--- src/rtl/alu_status_writeback.sv ---
// Commit stage behind the SPARC V8 ALU: holds icc, Y and a one-entry result buffer,
// latches tagged-arithmetic traps, performs the delayed WRY write and evaluates Bicc.
module alu_status_writeback #(
    parameter int          WRY_DELAY = 3,
    parameter logic [31:0] RESET_Y   = 32'h0
) (
    input  logic        i_clk,
    input  logic        i_reset,
    input  logic        i_in_valid,
    output logic        o_in_ready,
    input  logic [5:0]  i_op,
    input  logic [31:0] i_res,
    input  logic [31:0] i_y_in,
    input  logic        i_n_in,
    input  logic        i_z_in,
    input  logic        i_v_in,
    input  logic        i_c_in,
    input  logic        i_trap_in,
    input  logic        i_wry_valid,
    input  logic [31:0] i_wry_data,
    output logic        o_out_valid,
    input  logic        i_out_ready,
    output logic [31:0] o_result,
    output logic [3:0]  o_icc,
    output logic        o_cin_out,
    output logic [31:0] o_y_reg,
    output logic        o_trap_pending,
    input  logic        i_trap_ack,
    input  logic [3:0]  i_cond,
    output logic        o_taken
);

    localparam int CW = (WRY_DELAY < 2) ? 1 : $clog2(WRY_DELAY + 1);

    logic [3:0]    r_icc;
    logic [31:0]   r_y;
    logic [31:0]   r_result;
    logic          r_out_valid;
    logic          r_trap_pending;
    logic          r_wry_pending;
    logic [CW-1:0] r_wry_cnt;
    logic [31:0]   r_wry_data;

    logic [63:0]   w_icc_op_map;
    logic [63:0]   w_mul_op_map;
    logic          w_tag_trap_op;
    logic          w_tag_cc_op;
    logic          w_in_ready;
    logic          w_accept;
    logic          w_trap_accept;
    logic          w_result_load;
    logic          w_icc_write;
    logic          w_mul_y_write;
    logic          w_wry_expire;
    logic          w_n;
    logic          w_z;
    logic          w_v;
    logic          w_c;
    logic [7:0]    w_cond_true;

    // Opcode classification tables, one bit per 6-bit ALU opcode.
    genvar gi;
    generate
        for (gi = 0; gi < 64; gi++) begin : g_op_map
            assign w_icc_op_map[gi] = (((gi >= 16) && (gi <= 24)) || (gi == 26) || (gi == 27) ||
                                       (gi == 28) || ((gi >= 32) && (gi <= 35))) ? 1'b1 : 1'b0;
            assign w_mul_op_map[gi] = ((gi == 10) || (gi == 11) || (gi == 26) || (gi == 27)) ? 1'b1 : 1'b0;
        end
    endgenerate

    assign w_tag_trap_op = (i_op == 6'd34) || (i_op == 6'd35);
    assign w_tag_cc_op   = (i_op == 6'd32) || (i_op == 6'd33);

    assign w_in_ready    = !r_trap_pending && (!r_out_valid || i_out_ready);
    assign w_accept      = i_in_valid && w_in_ready;
    assign w_trap_accept = w_accept && i_trap_in && w_tag_trap_op;
    assign w_result_load = w_accept && !w_trap_accept;
    // TADDcc/TSUBcc still commit flags when the tag check fails; other cc ops need a clean bundle.
    assign w_icc_write   = w_result_load && w_icc_op_map[i_op] && (!i_trap_in || w_tag_cc_op);
    assign w_mul_y_write = w_accept && w_mul_op_map[i_op];
    // A count of 1 (or 0 when WRY_DELAY is 0) means this edge is the commit edge.
    assign w_wry_expire  = r_wry_pending && !i_wry_valid && (r_wry_cnt <= CW'(1));

    always_ff @(posedge i_clk or posedge i_reset) begin
        if (i_reset) begin
            r_out_valid <= 1'b0;
            r_result    <= 32'h0;
        end else if (w_result_load) begin
            r_out_valid <= 1'b1;
            r_result    <= i_res;
        end else if (i_out_ready) begin
            r_out_valid <= 1'b0;
        end
    end

    always_ff @(posedge i_clk or posedge i_reset) begin
        if (i_reset) begin
            r_icc <= 4'h0;
        end else if (w_icc_write) begin
            r_icc <= {i_n_in, i_z_in, i_v_in, i_c_in};
        end
    end

    always_ff @(posedge i_clk or posedge i_reset) begin
        if (i_reset) begin
            r_trap_pending <= 1'b0;
        end else if (w_trap_accept) begin
            r_trap_pending <= 1'b1;
        end else if (i_trap_ack) begin
            r_trap_pending <= 1'b0;
        end
    end

    always_ff @(posedge i_clk or posedge i_reset) begin
        if (i_reset) begin
            r_wry_pending <= 1'b0;
            r_wry_cnt     <= '0;
            r_wry_data    <= 32'h0;
        end else if (i_wry_valid) begin
            r_wry_pending <= 1'b1;
            r_wry_cnt     <= CW'(WRY_DELAY);
            r_wry_data    <= i_wry_data;
        end else if (r_wry_pending) begin
            if (r_wry_cnt <= CW'(1)) begin
                r_wry_pending <= 1'b0;
            end else begin
                r_wry_cnt <= r_wry_cnt - CW'(1);
            end
        end
    end

    // An expiring WRY overrides a multiply writing Y on the same edge.
    always_ff @(posedge i_clk or posedge i_reset) begin
        if (i_reset) begin
            r_y <= RESET_Y;
        end else if (w_wry_expire) begin
            r_y <= r_wry_data;
        end else if (w_mul_y_write) begin
            r_y <= i_y_in;
        end
    end

    assign w_n = r_icc[3];
    assign w_z = r_icc[2];
    assign w_v = r_icc[1];
    assign w_c = r_icc[0];

    // Conditions 0..7; cond[3] selects the complementary test.
    assign w_cond_true = {w_v, w_n, w_c, w_c | w_z, w_n ^ w_v, w_z | (w_n ^ w_v), w_z, 1'b0};

    assign o_taken        = i_cond[3] ^ w_cond_true[i_cond[2:0]];
    assign o_in_ready     = w_in_ready;
    assign o_out_valid    = r_out_valid;
    assign o_result       = r_result;
    assign o_icc          = r_icc;
    assign o_cin_out      = r_icc[0];
    assign o_y_reg        = r_y;
    assign o_trap_pending = r_trap_pending;

endmodule

--- config.mk ---
export PLATFORM = sky130hd
export DESIGN_NAME = alu_status_writeback
export DESIGN_NICKNAME = d
export VERILOG_FILES = /design/src/rtl/alu_status_writeback.sv
export SDC_FILE = /design/constraint.sdc
export NUM_CORES = 1
export LEC_CHECK = 0
export ABC_AREA = 1
export BUFFER_PORTS_ARGS = -buffer_cell sky130_fd_sc_hd__buf_2
export CORE_MARGIN = 2
export CORE_UTILIZATION = 50
export CTS_CLUSTER_SIZE = 30
export DETAILED_ROUTE_END_ITERATION = 6
export PLACE_DENSITY_LB_ADDON = 0.1
export SETUP_SLACK_MARGIN = 0.1
export SLEW_MARGIN = 20
export SYNTH_ARGS = -nofsm -noshare
export SYNTH_HDL_FRONTEND = slang
export SYNTH_SLANG_ARGS = --single-unit
--- constraint.sdc ---
create_clock -name i_clk -period 6.2 [get_ports i_clk]
set_input_delay 1.24 -clock i_clk [delete_from_list [all_inputs] [get_ports i_clk]]
set_output_delay 1.24 -clock i_clk [all_outputs]
set_load 0.01 [all_outputs]
# == Word level (Yosys, flattened, before mapping) ==
# Memories as Yosys holds them, arrays and structs flattened.
# Cells that the tools add are included.
# word_totals
memories,2
word_cells,63
in_bits,117
rom_bits,128
regBits,105
# op_classes
n_bitwise,4
order_cmp,3
add_sub_neg,1
n_reduce_logical,24
eq_ne,5
n_mux,16
# memory_table
memory,words,width,rd,rd_ports_with_merged_regs,write_ports,line_no,rtl
(no name shown),64,1,1,0,0,80,assign w_mul_y_write = w_accept && w_mul_op_map[i_op];
(no name shown),64,1,1,0,0,79,assign w_icc_write = w_result_load && w_icc_op_map[i_op] && (!i_trap_in || w_tag_cc_op);
# ops
op,count
$mux W32,2
$eq A6 B6 Y1 const B,4
$logic_and A1 B1 Y1,10
$mux W1,10
$reduce_bool A2 Y1,4
$lt A6 B7 Y1 const B,1
$mux W2,3
$logic_not A1 Y1,5
$logic_or A1 B1 Y1,4
$lt A3 B4 Y1 const B,1
$bmux W1 S3,1
$le A2 B1 Y1 const B,1
$ne A2 B2 Y1 const B,1
$or A1 B1 Y1,2
$reduce_and A2 Y1,1
$sub A2 B1 Y2 const B,1
$xor A1 B1 Y1,2

# == Depth between registers and ports, before layout ==
# Gate-level depths: netlist (run 1).
# logic_depth
depth_word,10
depth_mapped,11
mapped_depth_nobuf,9

# == Least setup slack after synthesis (run 1) ==
# OpenSTA, ideal clock, no wires.
# synth_path
kind,input-to-output
startpoint,input port i_cond[0]
endpoint,output port o_taken
stages,7
n_path_buf,0
slack_ns,3.271
t_required_ns,4.960
arrival_ns,1.689
cell_sequence,inv_1 nand2_1 nand3b_1 nand3_1 nand2_1 nand2_1 nand2_1
# synth_between
elab_chain_cells,3
# synth_rtl
item,line_no,rtl
start: declaration,29,"input logic [3:0] i_cond,"
$bmux W1 S3,151,assign o_taken = i_cond[3] ^ w_cond_true[i_cond[2:0]];
$mux W1 (implied by the code),151,
$xor A1 B1 Y1,151,
end: declaration,30,output logic o_taken
# No other way between the ends. The select of a mux whose other input is x is not followed.

# == Worst setup path after layout (run 1) ==
# layout_path
startpoint,input port i_wry_valid
endpoint,"register r_y[20], in the netlist o_y_reg[20]"
# layout_between
elab_chain_cells,4
# layout_rtl
item,line_no,rtl
start: declaration,19,"input logic i_wry_valid,"
$logic_not A1 Y1 (*),82,assign w_wry_expire = r_wry_pending && !i_wry_valid && (r_wry_cnt <= CW'(1));
$logic_and A1 B1 Y1 (*) (2 in series),82,
$mux W32 or $reduce_bool A2 Y1 (tied branches),--,
end signal: assignment,137,r_y <= r_wry_data;
end signal: assignment,139,r_y <= i_y_in;
end: declaration,36,logic [31:0] r_y;
# Mark *: on every way between the ends. The rest lies on a longest branch, timed or not.
# A chain may end at the register's enable or synchronous reset.

==> results of run 1 <==
==> power by group through the flow <==
stage	logic (mW)	clock network (mW)	registers, mW
after floorplan	0.321	0	1.00
after global placement	0.596	0	0.948
after detailed placement	0.619	0	0.952
after CTS	0.619	0.478	0.939
after global routing	0.697	0.509	0.958
final	0.610	0.467	0.939
==> final cells by class <==
class | count | area, um^2 | area share
Clock buffer | 12 | 145 | 0.0251
Tap cell | 111 | 139 | 0.0240
Clock inverter | 4 | 76.3 | 0.0132
Sequential cell | 105 | 2630 | 0.454
Multi-Input combinational cell | 380 | 1650 | 0.285
Timing Repair Buffer | 191 | 961 | 0.166
Inverter | 51 | 194 | 0.0335
==> cell usage after synthesis <==
| cell type | count |
|---|---|
| nand3_1 | 75 |
| nor2_1 | 1 |
| clkbuf_1 | 12 |
| o22ai_1 | 1 |
| o21ai_0 | 62 |
| a21oi_1 | 4 |
| inv_2 | 3 |
| buf_6 | 5 |
| nor3_1 | 2 |
| nand3_2 | 2 |
| nand3b_1 | 1 |
| nand2_1 | 224 |
| buf_4 | 4 |
| o21ai_1 | 4 |
| dfrtp_1 | 105 |
| inv_1 | 48 |
| ha_1 | 1 |
| buf_2 | 12 |
| nand2_2 | 2 |
| nand2_4 | 1 |
==> worst register-to-register path: stages (launching register included) <==
cell,delay [ps]
dfrtp_1,410
nand2_1,90
nand3_1,130
inv_2,480
nand2_2,570
nand2_4,520
nand2_1,120
nand2_1,90
==> logic make-up (layout without fill, tap and decap cells) <==
group | after synthesis | in the layout | share of synthesized area
AO/OA/AOI/OAI | 71 | 71 | 0.0765
adder cells (fa/ha/maj) | 1 | 1 | 0.00268
buffers and inverters | 84 | 258 | 0.0821
flip-flops | 105 | 105 | 0.564
AND/OR/NAND/NOR | 308 | 308 | 0.275
==> metal layers <==
layer,global-route usage,share of wire,wire length (um)
met5,0,0,0
met4,0.0653,0.0085,96
met3,0.0492,0.066,749
met2,0.371,0.48,5410
met1,0.316,0.45,5040
==> placed cells by master (no fill, tap or decap), drive strengths merged <==
cell / instances
o21ai: 66
nor2: 1
nand2: 227
ha: 1
dfrtp: 105
buf: 191
clkinv: 1
clkinvlp: 1
bufinv: 2
nand3: 77
clkbuf: 12
a21oi: 4
o22ai: 1
nand3b: 1
nor3: 2
inv: 51
==> through the flow <==
stage / cell area [um^2] / util / total power, mW / hold slack (ps)
2_1_floorplan: 4660 / - / 1.33 / 466
3_3_place_gp: 5570 / 0.609 / 1.54 / 448
3_5_place_dp: 5570 / 0.609 / 1.57 / 454
4_1_cts: 5790 / 0.633 / 2.04 / 478
5_1_grt: 5790 / 0.633 / 2.16 / 494
6_report: 5790 / 0.633 / 2.02 / 473
==> final timing paths <==
check	end	slack [ps]
worst max-delay path	o_y_reg[20]	2950
worst min register to register	o_result[21]	470
min in group asynchronous	o_y_reg[26]	900
worst min-delay path	o_result[21]	470
worst max register to register	o_y_reg[4]	3730
max in group asynchronous	r_wry_data[19]	4090
==> metrics.md, run 1 <==
| Metric | Value |
|---|---|
| Status | `finished, final reports clean` |
| Clock share of power | `0.232` |
| Mapped cell area | `4660 um^2` |
| HP Start | `o_result[21]` |
| Number of global-route vias before repair | `3831` |
| Fin crit period | `3250 ps` |
| Sequential fraction of the synthesis area | `0.564` |
| Iter 0 DRT Violations | `152` |
| Mapped Cells | `569` |
| Top Ports | `190` |
| Routability cong. | `0.796` |
| Hold Path Class | `flip-flop to flip-flop` |
| # Post-CTS Setup Buffers | `0` |
| FF-to-FF Start | `o_out_valid` |
| First-pass GRT wire length | `18300 um` |
| Leakage | `3.37 nW` |
| CTS root buf | `clkbuf_8` |
| Worst hold stages | `2` |
| Clk Latency, worst-skew pair | `360 ps` |
| F_max | `308 MHz` |
| Core area | `9150 um^2` |
| Switching Power | `689 uW` |
| I/O Buffers | `189` |
| Post-synth cell types | `20` |
| Crit. End Element | `flip-flop` |
| Max_slew headroom | `0.358` |
| Max Root-Sink Buffers | `2` |
| Layout Skew | `12.7 ps` |
| Worst-path maximum fanout | `66` |
| P&R area growth vs syn | `24.3%` |
| Yosys top cell area share | `0.564` |
| Worst Reg2Reg Path Length in Cells | `7` |
| Final hold vios | `0` |
| CP Depth | `7` |
| Filler cell count | `827` |
| Crit-path cells | `buf_2 -> inv_2 -> nand3_2 -> buf_4 -> o21ai_0 -> nand2_1 -> nand2_1` |
| Placed insts | `838` |
| # resized after CTS | `0` |
| CTS Buf Count | `9` |
| Syn_nets | `687` |
| Sink Count | `105` |
| Logic pwr share | `0.303` |
| Clock-pin slew on the worst setup and hold paths | `100 ps` |
| Worst setup SP type | `primary input` |
| Part of the cycle the worst path needs | `0.524` |
| WL/cell | `13.2 um` |
| Largest net degree at the start of global routing | `67` |
| Slowest library cell on the worst path | `nand3_2` |
| Sequential Power Share | `0.466` |
| Htree depth | `3` |
| DRT Pass-1 Iters | `5` |
| Final slew viol count | `0` |
| Yosys warnings | `0` |
| Largest stage delay on the critical path | `710 ps` |
| Yosys reg bits | `105` |
| Power Dens Cells | `348 nW/um^2` |
| Site Rows | `35` |
| Arrival @ worst endpoint | `3500 ps` |
| Die ar. | `10100 um^2` |
| CTS tree | `built` |
| Largest cells by area after synthesis | `dfrtp_1, nand2_1, nand3_1, o21ai_0, inv_1` |
| Die Ht | `101 um` |
| CP Class | `primary input to flip-flop` |
| Actual slew at the worst max-slew pin | `961 ps` |
| DR DRC count | `0` |
| Finished Layout Cells | `854` |
| Setup WS pre-CTS | `2520 ps` |
| P_int | `1.33 mW` |
| Layout cells sized above 1 | `0.288` |
| Die Wd | `101 um` |
| Worst Path Required | `6450 ps` |
| Hold Buf Count CTS | `0` |
| Maxcap violations | `0` |
| # setup viols final | `0` |
| Post-DRT Antenna Nets | `0` |
| Synth Area per Inst | `8.19 um^2` |
| RSZ-0062 raised after global routing | `no` |
| Drt via density | `5.00` |
| Crit. Startpoint | `i_wry_valid` |
| Detail Placement HPWL | `8050 um` |
| GRT Util Overall | `0.230` |
| Sw frac | `0.342` |
| Worst VDD drop | `0.000189 V` |
| CP most frequent cell | `nand2_1` |
| Diode count | `0` |
| Area leader, netlist | `dfrtp_1` |
| Initial antenna violation count | `0` |
| Starting Density | `0.509` |
| Largest delay share family, worst path | `buffers and inverters` |
| WL final | `11300 um` |
| Final WS setup | `2950 ps` |
| Overflow after GRT | `0` |
| CP bufs+invs | `3` |
| Vias | `4272` |
| Nets@finish | `856` |
| Setup TNS | `0 ps` |
Power figures use the tool's default switching activity.
==> run 2, diff against run 1 <==
--- a/config.mk
+++ b/config.mk
@@ -8,7 +8,7 @@
 export ABC_AREA = 1
 export BUFFER_PORTS_ARGS = -buffer_cell sky130_fd_sc_hd__buf_2
 export CORE_MARGIN = 2
-export CORE_UTILIZATION = 50
+export CORE_UTILIZATION = 44
 export CTS_CLUSTER_SIZE = 30
 export DETAILED_ROUTE_END_ITERATION = 6
 export PLACE_DENSITY_LB_ADDON = 0.1
==> constraint.sdc (replaced) <==
create_clock -name i_clk -period 2.8 [get_ports i_clk]
set_input_delay 0.56 -clock i_clk [delete_from_list [all_inputs] [get_ports i_clk]]
set_output_delay 0.56 -clock i_clk [all_outputs]
set_load 0.01 [all_outputs]
==> metrics.md, run 2 (same netlist as run 1, synthesis figures left out) <==
| Metric | Value |
|---|---|
| Reg-to-reg critical path endpoint | `o_y_reg[4]` |
| GRT Util Overall | `0.208 (-0.0217)` |
| Die Wd | `107 um (+6.3%)` |
| Nets@finish | `862 (+0.70%)` |
| Sw frac | `0.347 (+0.00478)` |
| CTS Buf Count | `9 (unchanged)` |
| Clock-pin slew on the worst setup and hold paths | `100 ps (about the same)` |
| WL/cell | `13.0 um (-1.3%)` |
| Sink Count | `105 (unchanged)` |
| CP Class | `flip-flop to flip-flop` |
| Clock share of power | `0.216 (-0.016)` |
| Worst VDD drop | `0.000333 V (+76%)` |
| # resized after CTS | `0 (unchanged)` |
| CP bufs+invs | `3 (unchanged)` |
| Drt via density | `4.84 (-3.2%)` |
| CTS root buf | `clkbuf_8` |
| # setup viols final | `0 (unchanged)` |
| Actual slew at the worst max-slew pin | `735 ps (-227 ps)` |
| Routability cong. | `0.788 (-0.92%)` |
| Fin crit period | `2050 ps` |
| Crit-path cells | `inv_1 -> ha_1 -> inv_1 -> nand2_1 -> nand3_2 -> buf_4 -> nand2_1 -> o21ai_0 -> nand2_1 -> nand2_1` |
| DRT Pass-1 Iters | `7 (+2)` |
| Iter 0 DRT Violations | `330 (+120%)` |
| Crit. End Element | `flip-flop` |
| # Post-CTS Setup Buffers | `0 (unchanged)` |
| R2R Setup Slk | `750 ps (-2980 ps)` |
| Site Rows | `37 (+5.7%)` |
| Number of global-route vias before repair | `4007 (+4.6%)` |
| Slowest library cell on the worst path | `nand3_2` |
| Crit. Startpoint | `r_wry_cnt[1]` |
| WL final | `11500 um (+2.2%)` |
| Worst-path maximum fanout | `33 (-50%)` |
| Layout cells sized above 1 | `0.294 (+0.00570)` |
| FF-to-FF Start | `r_wry_cnt[1]` |
| Worst setup SP type | `flip-flop` |
| Part of the cycle the worst path needs | `0.732` |
| Hold Buf Count CTS | `0 (unchanged)` |
| Sequential Power Share | `0.474 (+0.008)` |
| Hold Path Class | `primary input to asynchronous set/reset pin` |
| Final hold vios | `0 (unchanged)` |
| F_max | `488 MHz` |
| Starting Density | `0.451 (-0.0578)` |
| Diode count | `0 (unchanged)` |
| I/O Buffers | `189 (unchanged)` |
| Largest delay share family, worst path | `simple AND/OR/NAND/NOR gates` |
| RSZ-0062 raised after global routing | `no` |
| Arrival @ worst endpoint | `2310 ps (-1190 ps)` |
| Max_slew headroom | `0.510 (+0.152)` |
| P_int | `2.86 mW (+120%)` |
| Largest net degree at the start of global routing | `66 (-1.5%)` |
| Vias | `4287 (+0.35%)` |
| Post-DRT Antenna Nets | `0 (unchanged)` |
| Max Root-Sink Buffers | `2 (unchanged)` |
| Core area | `10300 um^2 (+13%)` |
| Detail Placement HPWL | `8140 um (+1.1%)` |
| Power Dens Cells | `747 nW/um^2 (+110%)` |
| Clk Latency, worst-skew pair | `370 ps (about the same)` |
| P&R area growth vs syn | `25.7%` |
| Logic pwr share | `0.310 (+0.007)` |
| Largest stage delay on the critical path | `450 ps (-260 ps)` |
| First-pass GRT wire length | `18800 um (+3.1%)` |
| Total Power | `4.38 mW (+120%)` |
| Setup TNS | `0 ps (unchanged)` |
| Worst Reg2Reg Path Length in Cells | `10 (+3)` |
| CTS tree | `built` |
| Worst Path Required | `3060 ps (-3390 ps)` |
| Leakage | `3.38 nW (+0.33%)` |
| Maxcap violations | `0 (unchanged)` |
| DR DRC count | `0 (unchanged)` |
| Htree depth | `3 (unchanged)` |
| Top Ports | `190 (unchanged)` |
| CP most frequent cell | `nand2_1` |
| Die Ht | `107 um (+6.3%)` |
| Overflow after GRT | `0 (unchanged)` |
| Layout Skew | `8.87 ps (-3.80 ps)` |
| Status | `finished, final reports clean` |
| Most common cell after layout, fill and taps aside | `nand2_1` |
| Die ar. | `11400 um^2 (+13%)` |
| CP Depth | `10 (+3)` |
| Most frequent cells in the layout | `nand2_1, buf_2, dfrtp_1, nand3_1, o21ai_0` |
| Switching Power | `1.52 mW (+120%)` |
| Initial antenna violation count | `0 (unchanged)` |
| Final slew viol count | `0 (unchanged)` |
[run 2: metrics by stage]
stage	cells	area (um^2)	setup WS [ps]	util	hold slack [ps]
after floorplan	569	4660	980	-	466
after global placement	869	5660	688	0.548	450
after detailed placement	869	5660	626	0.548	454
after CTS	885	5860	737	0.568	369
after global routing	885	5860	480	0.568	362
final	885	5860	751	0.568	368
[run 2: power by group through the flow]
stage,clock (mW),sequential [mW],combinational [mW]
final,0.944,2.08,1.36
after global routing,1.04,2.12,1.56
after CTS,0.970,2.08,1.38
after detailed placement,0,2.10,1.37
after global placement,0,2.10,1.34
after floorplan,0,2.22,0.711
[run 2: cell type report]
type                            count  area, um^2
Inverter                           51         195
Fill cell                         996        4460
Clock buffer                       12         145
Timing Repair Buffer              197        1020
Tap cell                          136         170
Clock inverter                      4        52.6
Sequential cell                   105        2630
Multi-Input combinational cell    380        1650
[run 2: worst max-delay path by stage]
stage	to	slack (ps)
after global placement	o_result[15]	690
after floorplan	o_icc[0]	980
after detailed placement	o_result[18]	630
final	o_y_reg[4]	750
after global routing	o_y_reg[3]	480
after CTS	o_y_reg[4]	740
[run 2: routing by layer]
metal	vias to the layer above	wire [um]	track usage
li1	2136	-	-
met1	1974	5270	0.284
met2	159	5230	0.333
met3	18	822	0.0353
met4	0	230	0.0816
met5	-	0	0
[run 2: worst register-to-register path, stage by stage, from the launching register on]
cell and delay, ps:
dfrtp_1 420, inv_1 60, ha_1 130, inv_1 50
nand2_1 70, nand3_2 450, buf_4 450, nand2_1 100
o21ai_0 70, nand2_1 80, nand2_1 50
